**config.mk**
```make
export PLATFORM = sky130hd
export DESIGN_NAME = oht2bin_pipe_tree
export DESIGN_NICKNAME = d
export VERILOG_FILES = /design/src/rtl/oht2bin_pkg.sv /design/src/rtl/oht2bin_pipe_stage.sv /design/src/rtl/oht2bin_pipe_tree.sv
export SDC_FILE = /design/constraint.sdc
export NUM_CORES = 1
export LEC_CHECK = 0
export ABC_AREA = 1
export BUFFER_PORTS_ARGS = -buffer_cell sky130_fd_sc_hd__buf_2
export CAP_MARGIN = 10
export CORE_MARGIN = 5
export CORE_UTILIZATION = 50
export DETAILED_ROUTE_END_ITERATION = 10
export PLACE_DENSITY_LB_ADDON = 0.3
export SYNTH_ARGS = -nofsm -noshare
export SYNTH_HDL_FRONTEND = slang
export SYNTH_SLANG_ARGS = --single-unit
export TNS_END_PERCENT = 20
```
**constraint.sdc**
```tcl
create_clock -name clk -period 1.1 [get_ports clk]
set_input_delay 0.165 -clock clk [delete_from_list [all_inputs] [get_ports clk]]
set_output_delay 0.165 -clock clk [all_outputs]
set_load 0.02 [all_outputs]
```
**src/rtl/oht2bin_pkg.sv**
```systemverilog
// Shared types and helpers for the pipelined one-hot to binary encoder tree.
// Optional multi-hot error tracking is enabled by OHT2BIN_PIPE_TREE_ERR_EN.
package oht2bin_pkg;

  localparam int unsigned SPLIT_MAX = 64;
  localparam int unsigned ENC_W     = 6;
  localparam int unsigned IDX_MAX   = 32;

  // Per-node record carried between tree levels
  typedef struct packed {
    logic               any;
    logic               err;
    logic [IDX_MAX-1:0] idx;
  } oht2bin_node_t;

  // Index of the lowest set bit; 0 when no bit is set
  function automatic logic [ENC_W-1:0] enc_lowest(input logic [SPLIT_MAX-1:0] v);
    logic [ENC_W-1:0] r;
    r = '0;
    for (int i = int'(SPLIT_MAX) - 1; i >= 0; i--) begin
      if (v[i]) r = ENC_W'(i);
    end
    return r;
  endfunction

  function automatic logic is_multi(input logic [SPLIT_MAX-1:0] v);
    return (v & (v - SPLIT_MAX'(1))) != '0;
  endfunction

endpackage

```
**src/rtl/oht2bin_pipe_stage.sv**
```systemverilog
// One tree level: merges SPLIT child nodes into one parent node, then a valid/ready register slice.
// Carries an err flag per node when OHT2BIN_PIPE_TREE_ERR_EN is defined.
module oht2bin_pipe_stage
  import oht2bin_pkg::*;
#(
  parameter int unsigned NODES_IN = 2,
  parameter int unsigned SPLIT    = 2,
  parameter int unsigned IDX_W    = 0
) (
  input  logic                                              clk,
  input  logic                                              rst_n,
  input  logic                                              up_vld,
  input  logic [NODES_IN-1:0]                               up_any,
  input  logic [NODES_IN*((IDX_W == 0) ? 1 : IDX_W)-1:0]    up_idx,
`ifdef OHT2BIN_PIPE_TREE_ERR_EN
  input  logic [NODES_IN-1:0]                               up_err,
  output logic [NODES_IN/SPLIT-1:0]                         dn_err,
`endif
  input  logic                                              dn_rdy,
  output logic                                              dn_vld,
  output logic [NODES_IN/SPLIT-1:0]                         dn_any,
  output logic [(NODES_IN/SPLIT)*(IDX_W+$clog2(SPLIT))-1:0] dn_idx
);

  localparam int unsigned SPLIT_LOG = $clog2(SPLIT);
  localparam int unsigned NODES_OUT = NODES_IN / SPLIT;
  localparam int unsigned IW_IN     = (IDX_W == 0) ? 1 : IDX_W;
  localparam int unsigned OW        = IDX_W + SPLIT_LOG;

  logic                    load_c;
  logic [NODES_OUT-1:0]    any_c;
  logic [NODES_OUT*OW-1:0] idx_c;
`ifdef OHT2BIN_PIPE_TREE_ERR_EN
  logic [NODES_OUT-1:0]    err_c;
`endif

  assign load_c = !dn_vld || dn_rdy;

  // Leaf level has no child index bits, so only the enc bits survive there
  always_comb begin : merge
    logic [SPLIT-1:0]     ch;
    logic [IW_IN-1:0]     low;
    logic [SPLIT_LOG-1:0] enc;
    any_c = '0;
    idx_c = '0;
`ifdef OHT2BIN_PIPE_TREE_ERR_EN
    err_c = '0;
`endif
    ch  = '0;
    low = '0;
    enc = '0;
    for (int unsigned n = 0; n < NODES_OUT; n++) begin
      ch  = up_any[n*SPLIT +: SPLIT];
      low = '0;
      for (int unsigned c = 0; c < SPLIT; c++) begin
        if (ch[c]) low = low | up_idx[(n*SPLIT+c)*IW_IN +: IW_IN];
      end
      enc                = SPLIT_LOG'(enc_lowest(SPLIT_MAX'(ch)));
      any_c[n]           = |ch;
      idx_c[n*OW +: OW]  = (IDX_W == 0) ? OW'(enc) : OW'({enc, low});
`ifdef OHT2BIN_PIPE_TREE_ERR_EN
      err_c[n] = (|up_err[n*SPLIT +: SPLIT]) | is_multi(SPLIT_MAX'(ch));
`endif
    end
  end

  always_ff @(posedge clk or negedge rst_n) begin
    if (!rst_n) begin
      dn_vld <= 1'b0;
      dn_any <= '0;
      dn_idx <= '0;
`ifdef OHT2BIN_PIPE_TREE_ERR_EN
      dn_err <= '0;
`endif
    end else if (load_c) begin
      dn_vld <= up_vld;
      dn_any <= any_c;
      dn_idx <= idx_c;
`ifdef OHT2BIN_PIPE_TREE_ERR_EN
      dn_err <= err_c;
`endif
    end
  end

endmodule

```
**src/rtl/oht2bin_pipe_tree.sv**
```systemverilog
// Pipelined SPLIT-ary one-hot to binary encoder, one register stage per tree level.
// Define OHT2BIN_PIPE_TREE_ERR_EN to flag multi-hot inputs on m_err (tied 0 otherwise).
module oht2bin_pipe_tree #(
  parameter int unsigned WIDTH = 32,
  parameter int unsigned SPLIT = 2
) (
  input  logic                     clk,
  input  logic                     rst_n,
  input  logic                     s_vld,
  output logic                     s_rdy,
  input  logic [WIDTH-1:0]         s_oht,
  output logic                     m_vld,
  input  logic                     m_rdy,
  output logic [$clog2(WIDTH)-1:0] m_bin,
  output logic                     m_any,
  output logic                     m_err
);

  localparam int unsigned WIDTH_LOG = $clog2(WIDTH);
  localparam int unsigned SPLIT_LOG = $clog2(SPLIT);
  localparam int unsigned LEVELS    = WIDTH_LOG / SPLIT_LOG;

  logic [LEVELS-1:0] stage_vld;
  logic [LEVELS:0]   rdy;

  // Ready ripples back from m_rdy; an empty stage is always ready
  always_comb begin
    rdy         = '0;
    rdy[LEVELS] = m_rdy;
    for (int k = int'(LEVELS) - 1; k >= 0; k--) begin
      rdy[k] = !stage_vld[k] || rdy[k+1];
    end
  end

  assign s_rdy = rdy[0];

  for (genvar k = 0; k < LEVELS; k++) begin : g_lvl
    localparam int unsigned NIN   = WIDTH >> (k * SPLIT_LOG);
    localparam int unsigned NOUT  = NIN / SPLIT;
    localparam int unsigned IW    = k * SPLIT_LOG;
    localparam int unsigned IW_IN = (IW == 0) ? 1 : IW;
    localparam int unsigned OW    = IW + SPLIT_LOG;

    logic                 up_vld;
    logic [NIN-1:0]       up_any;
    logic [NIN*IW_IN-1:0] up_idx;
    logic                 dn_vld;
    logic [NOUT-1:0]      dn_any;
    logic [NOUT*OW-1:0]   dn_idx;
`ifdef OHT2BIN_PIPE_TREE_ERR_EN
    logic [NIN-1:0]       up_err;
    logic [NOUT-1:0]      dn_err;
`endif

    if (k == 0) begin : g_leaf
      assign up_vld = s_vld;
      assign up_any = s_oht;
      assign up_idx = '0;
`ifdef OHT2BIN_PIPE_TREE_ERR_EN
      assign up_err = '0;
`endif
    end else begin : g_node
      assign up_vld = g_lvl[k-1].dn_vld;
      assign up_any = g_lvl[k-1].dn_any;
      assign up_idx = g_lvl[k-1].dn_idx;
`ifdef OHT2BIN_PIPE_TREE_ERR_EN
      assign up_err = g_lvl[k-1].dn_err;
`endif
    end

    oht2bin_pipe_stage #(
      .NODES_IN (NIN),
      .SPLIT    (SPLIT),
      .IDX_W    (IW)
    ) u_stage (
      .clk    (clk),
      .rst_n  (rst_n),
      .up_vld (up_vld),
      .up_any (up_any),
      .up_idx (up_idx),
`ifdef OHT2BIN_PIPE_TREE_ERR_EN
      .up_err (up_err),
      .dn_err (dn_err),
`endif
      .dn_rdy (rdy[k+1]),
      .dn_vld (dn_vld),
      .dn_any (dn_any),
      .dn_idx (dn_idx)
    );

    assign stage_vld[k] = dn_vld;
  end

  assign m_vld = g_lvl[LEVELS-1].dn_vld;
  assign m_any = g_lvl[LEVELS-1].dn_any[0];
  assign m_bin = g_lvl[LEVELS-1].dn_idx;
`ifdef OHT2BIN_PIPE_TREE_ERR_EN
  assign m_err = g_lvl[LEVELS-1].dn_err[0];
`else
  assign m_err = 1'b0;
`endif

endmodule
```
# Yosys cells after proc, flatten, opt, wreduce, memory -nomap -nowiden
# Cells that the tools add are included.
# Widths: inputs -> output; s select.
[op_classes] muxes=92 bitwise=15 reduce_logical=41
[ops] operator="$mux 1" n=78
[ops] operator="$reduce_or 2->1" n=31
[ops] operator="$mux 2" n=8
[ops] operator="$mux 3" n=4
[ops] operator="$mux 4" n=2
[ops] operator="$or 1x1->1" n=8
[ops] operator="$or 2x2->2" n=4
[ops] operator="$or 3x3->3" n=2
[ops] operator="$logic_not 1->1" n=5
[ops] operator="$logic_or 1x1->1" n=5
[ops] operator="$or 4x4->4" n=1
[totals] ff_bits=93

# Longest topological paths before layout
[logic_depth] word_depth=6 mapped_depth=7 ltp_nobuf=6

# Hierarchy
# Synthesis repeated with hierarchy kept, for this count alone.
[hier_totals] cells_unflattened=568 hier_area_um2=4451.8
[modules_own_cells] mod="oht2bin_pipe_stage at g_lvl[0].u_stage" cells_per_inst=207 area_per_inst_um2=1571.5 seq_area_each_um2=825.8 n_inst=1
[modules_own_cells] mod="oht2bin_pipe_stage at g_lvl[1].u_stage" cells_per_inst=132 area_per_inst_um2=1206.2 seq_area_each_um2=625.6 n_inst=1
[modules_own_cells] mod="oht2bin_pipe_stage at g_lvl[2].u_stage" cells_per_inst=104 area_per_inst_um2=777.0 seq_area_each_um2=425.4 n_inst=1
[modules_own_cells] mod="oht2bin_pipe_stage at g_lvl[3].u_stage" cells_per_inst=69 area_per_inst_um2=510.5 seq_area_each_um2=275.3 n_inst=1
[modules_own_cells] mod="oht2bin_pipe_stage at g_lvl[4].u_stage" cells_per_inst=44 area_per_inst_um2=327.8 seq_area_each_um2=175.2 n_inst=1
[modules_own_cells] mod="oht2bin_pipe_tree" cells_per_inst=12 area_per_inst_um2=58.8 seq_area_each_um2=0.0 n_inst=1

# Least setup slack after synthesis
# No wires, ideal clock.
[synth_path] path_kind="register -> register" startpoint="register g_lvl[4].u_stage.dn_vld" endpoint="register g_lvl[0].u_stage.dn_any[7]" slack_ns=-0.288 path_stages_with_launch=7 period_less_slack_ns=1.388 n_path_buf=1 arrival_time_ns=1.271 path_cell_list="dfrtp_1 nand3_4 nor2_4 nand3_2 buf_2 nand2_1 nand2_1"
[synth_between] elab_chain_cells=6
[synth_lines] item="from (decl)" line_no="oht2bin_pipe_stage.sv:20" text="output logic dn_vld,"
[synth_lines] item="from (signal assigned)" line_no="oht2bin_pipe_stage.sv:76" text="dn_vld <= up_vld;"
[synth_lines] item="$logic_not 1->1" line_no="oht2bin_pipe_tree.sv:31" text="rdy[k] = !stage_vld[k] || rdy[k+1];"
[synth_lines] item="$logic_or 1x1->1 (4 in series)" line_no="oht2bin_pipe_tree.sv:31"
[synth_lines] item="$logic_or 1x1->1"
[synth_lines] item="via s_rdy" line_no="oht2bin_pipe_tree.sv:10" text="output logic s_rdy,"
[synth_lines] item="to (signal assigned)" line_no="oht2bin_pipe_stage.sv:77" text="dn_any <= any_c;"
[synth_lines] item="to (decl)" line_no="oht2bin_pipe_stage.sv:21" text="output logic [NODES_IN/SPLIT-1:0] dn_any,"
# The timed path passes the listed nets, and every way through them passes these cells.
# A chain may end at the register's enable or synchronous reset.

# Worst setup path after layout
[layout_path] startpoint="register g_lvl[3].u_stage.dn_vld" endpoint="register g_lvl[2].u_stage.dn_vld"
[layout_between] elab_chain_cells=3
[layout_lines] item="from (decl)" line_no="oht2bin_pipe_stage.sv:20"
[layout_lines] item="from (signal assigned)" line_no="oht2bin_pipe_stage.sv:76"
[layout_lines] item="$logic_not 1->1" line_no="oht2bin_pipe_tree.sv:31"
[layout_lines] item="$logic_or 1x1->1" line_no="oht2bin_pipe_tree.sv:31"
[layout_lines] item="$logic_or 1x1->1" line_no="oht2bin_pipe_stage.sv:37" text="assign load_c = !dn_vld || dn_rdy;"
[layout_lines] item="to (signal assigned)" line_no="oht2bin_pipe_stage.sv:76"
[layout_lines] item="to (decl)" line_no="oht2bin_pipe_stage.sv:20"
# Every way passes these cells.

==> flow_summary.ini <==
[status]
status = finished, violations left
violations = negative setup slack

[power]
leakage_nw = 2.65
power.density_nw_per_um2 = 1800
p_sw_frac = 0.313
seqPwrFrac = 0.509
p_sw_mw = 2.83
vdd_ir_drop_max_v = 0.000769
pwr-share-clk = 0.244
p_int_mw = 6.23
power_frac_comb = 0.247

[sta]
rsz0062_at_grt = true
timing.final.crit_share = 1.32
holdWs_ps = 20.9
setup_slack_ps = -348
min_period_ps = 1450
fmax_ghz = 0.691
hold_viol = 0
finalMaxSlewViolations = 0
finalSetupViolCount = 77
fin_skew_ps = 9.74

[cells_and_area]
drive_gt1_frac = 0.217
area_delta_synth_final_pct = 19.8
stdcell_count = 653
nets = 582
fillCellCount = 671
antennaDiodeCount = 0
stdcell_area_um2 = 5040

[clock_tree]
h-tree-depth = 3
cts.sinks = 93
cts_buffers = 9
cts_tree = built
clk_pin_slew_ps = 90
clk_latency_ps = 340
cts-root-buf = clkbuf_8
clk_path_buf_depth = 2

[min_path]
worstHoldEndpoint = g_lvl[0].u_stage.dn_vld
min-delay-start = s_vld
min_delay_path_depth = 3
min_path_type = in -> reg

[grt]
grt_pass1_wl_mm = 14.8
grt-ovfl-total = 0
antenna_found_initial = 0
grt_max_degree = 34
grt_use_total = 0.179
grt_pass1_vias = 3188

[worst_setup_path]
ff2ff_path_depth = 7
crit_type = reg -> reg
reg2reg_from = g_lvl[3].u_stage.dn_vld
regToRegEndpoint = g_lvl[2].u_stage.dn_vld
cp-start-kind = register
crit_required_ps = 1330
endpoint_kind = register
critPathArrivalTime_ps = 1680
crit_path_max_fanout = 5
rrSetupSlack_ps = -350

[floorplan]
io_pins = 45
coreArea_um2 = 8220
dieArea_um2 = 10400
initial_core_util = 0.512
die_h_um = 102
std_cell_rows = 33
die_x_um = 102

[detailed_routing]
dr.pass1.iters = 5
drt-initial-drc-count = 268
drc = 0
final_antenna_net_count = 0
viasPerCell = 5.26
vias = 3437
drt-total-wl_mm = 8.91
avgRoutedWirePerCell_um = 13.6

[placed_design]
dp.cells = 630
dp_hpwl_mm = 5.60
place_area_um2 = 4630
gp_congestion = 0.798
placement.io_buffers = 43

[flow_run]
maxCapViolCount = 0

[logic_synthesis]
syn_nets = 524
synthCells = 488
synth_cell_types = 23
synth_area_um2 = 4210
synth_area_per_cell_um2 = 8.63
ys_ff_latch = 93
ys_seq_area_frac = 0.553
synth_warnings = 0
cell families after synthesis:
kind of cell,synth area share
and+or+nand+nor,0.292
DFF,0.553
buffers and inverters,0.0779
AOI/OAI and AO/OA,0.0770
other,0.000891
synthesized netlist by cell type (all sizes together):
cell	instances	area, µm²
nor2	28	113
or2	17	106
clkbuf	11	41.3
o21ai	22	110
conb	1	3.75
dfrtp	93	2330
nand3	42	228
a31oi	9	56.3
inv	43	161
buf	17	125
a21oi	1	5.00
o22ai	2	12.5
nand2	154	581
a22o	16	140
nand4	32	200
routing by layer:
layer | global-route usage | up-vias | wire length, µm
li1 | - | 1707 | -
met2 | 0.264 | 123 | 4170
met5 | 0 | - | 0
met4 | 0.0583 | 0 | 136
met3 | 0.0406 | 13 | 570
met1 | 0.264 | 1594 | 4040
worst max path at each step:
stage | depth (start not counted) | slack (ps) | start | to
2_1_floorplan | 6 | -170 | g_lvl[4].u_stage.dn_vld | g_lvl[0].u_stage.dn_any[0]
3_3_place_gp | 5 | -150 | g_lvl[3].u_stage.dn_vld | g_lvl[0].u_stage.dn_idx[10]
3_5_place_dp | 5 | -200 | g_lvl[3].u_stage.dn_vld | g_lvl[0].u_stage.dn_any[15]
4_1_cts | 4 | -300 | g_lvl[3].u_stage.dn_vld | s_rdy
5_1_grt | 8 | -430 | g_lvl[3].u_stage.dn_vld | g_lvl[1].u_stage.dn_any[4]
6_report | 7 | -350 | g_lvl[3].u_stage.dn_vld | g_lvl[2].u_stage.dn_vld
sequential cells by signal, summed over array words and instances (netlist names):
register / cells
g_lvl.u_stage.dn_any: 31
g_lvl.u_stage.dn_vld: 5
g_lvl.u_stage.dn_idx: 57
power by group through the flow:
stage / clock network, mW / registers [mW] / logic, mW
2_1_floorplan: 0 / 4.61 / 1.34
3_3_place_gp: 0 / 4.62 / 1.89
3_5_place_dp: 0 / 4.66 / 1.95
4_1_cts: 2.26 / 4.60 / 2.10
5_1_grt: 2.41 / 4.71 / 2.53
6_report: 2.21 / 4.61 / 2.24
what timing repair did:
| action | 4_1_cts | 5_1_grt |
|---|---|---|
| resized for setup | 20 | 22 |
| setup endpoints to repair | 76 | 90 |
| hold buffers | 1 | 0 |
| pin swaps | 2 | 4 |
| cloned | 1 | 2 |
| setup buffers | 2 | 5 |
| hold endpoints to repair | 20 | 0 |
critical path: stages, from the launching register on:
cell and delay [ps]:
dfrtp_1 410, nand3_4 110, nor2_4 50, buf_4 130, buf_8 130, buf_6 130
buf_16 120, or2_2 270
per-stage QoR:
stage	power (mW)	TNS (ps)	utilization	worst slack, ps
final	9.06	-15000	0.614	-348
after global routing	9.66	-20320	0.614	-426
after CTS	8.96	-11300	0.599	-302
after detailed placement	6.61	-11160	0.563	-200
after global placement	6.51	-8840	0.563	-152
after floorplan	5.96	-10130	-	-167
layout by cell type (no fill, tap or decap), drive strengths merged, types with 2 or more instances in the layout:
cell type / Yosys / routed
inv: 43 / 43
nand2: 154 / 154
dfrtp: 93 / 93
nor2: 28 / 28
buf: 17 / 72
o21ai: 22 / 22
a31oi: 9 / 9
nand3: 42 / 42
a22o: 16 / 16
clkbuf: 11 / 13
nand4: 32 / 32
or2: 17 / 17
o22ai: 2 / 2
final cells by class:
cell class / instances / area (µm²) / share of cell area
flip-flops and latches: 93 / 2330 / 0.462
inverters: 43 / 161 / 0.0320
repair buffers: 75 / 648 / 0.129
clock buffers: 11 / 151 / 0.0300
multi-input cells: 324 / 1590 / 0.315
well taps: 105 / 131 / 0.0261
clock inverters: 2 / 35.0 / 0.00695
Power figures use the tool's default switching activity.
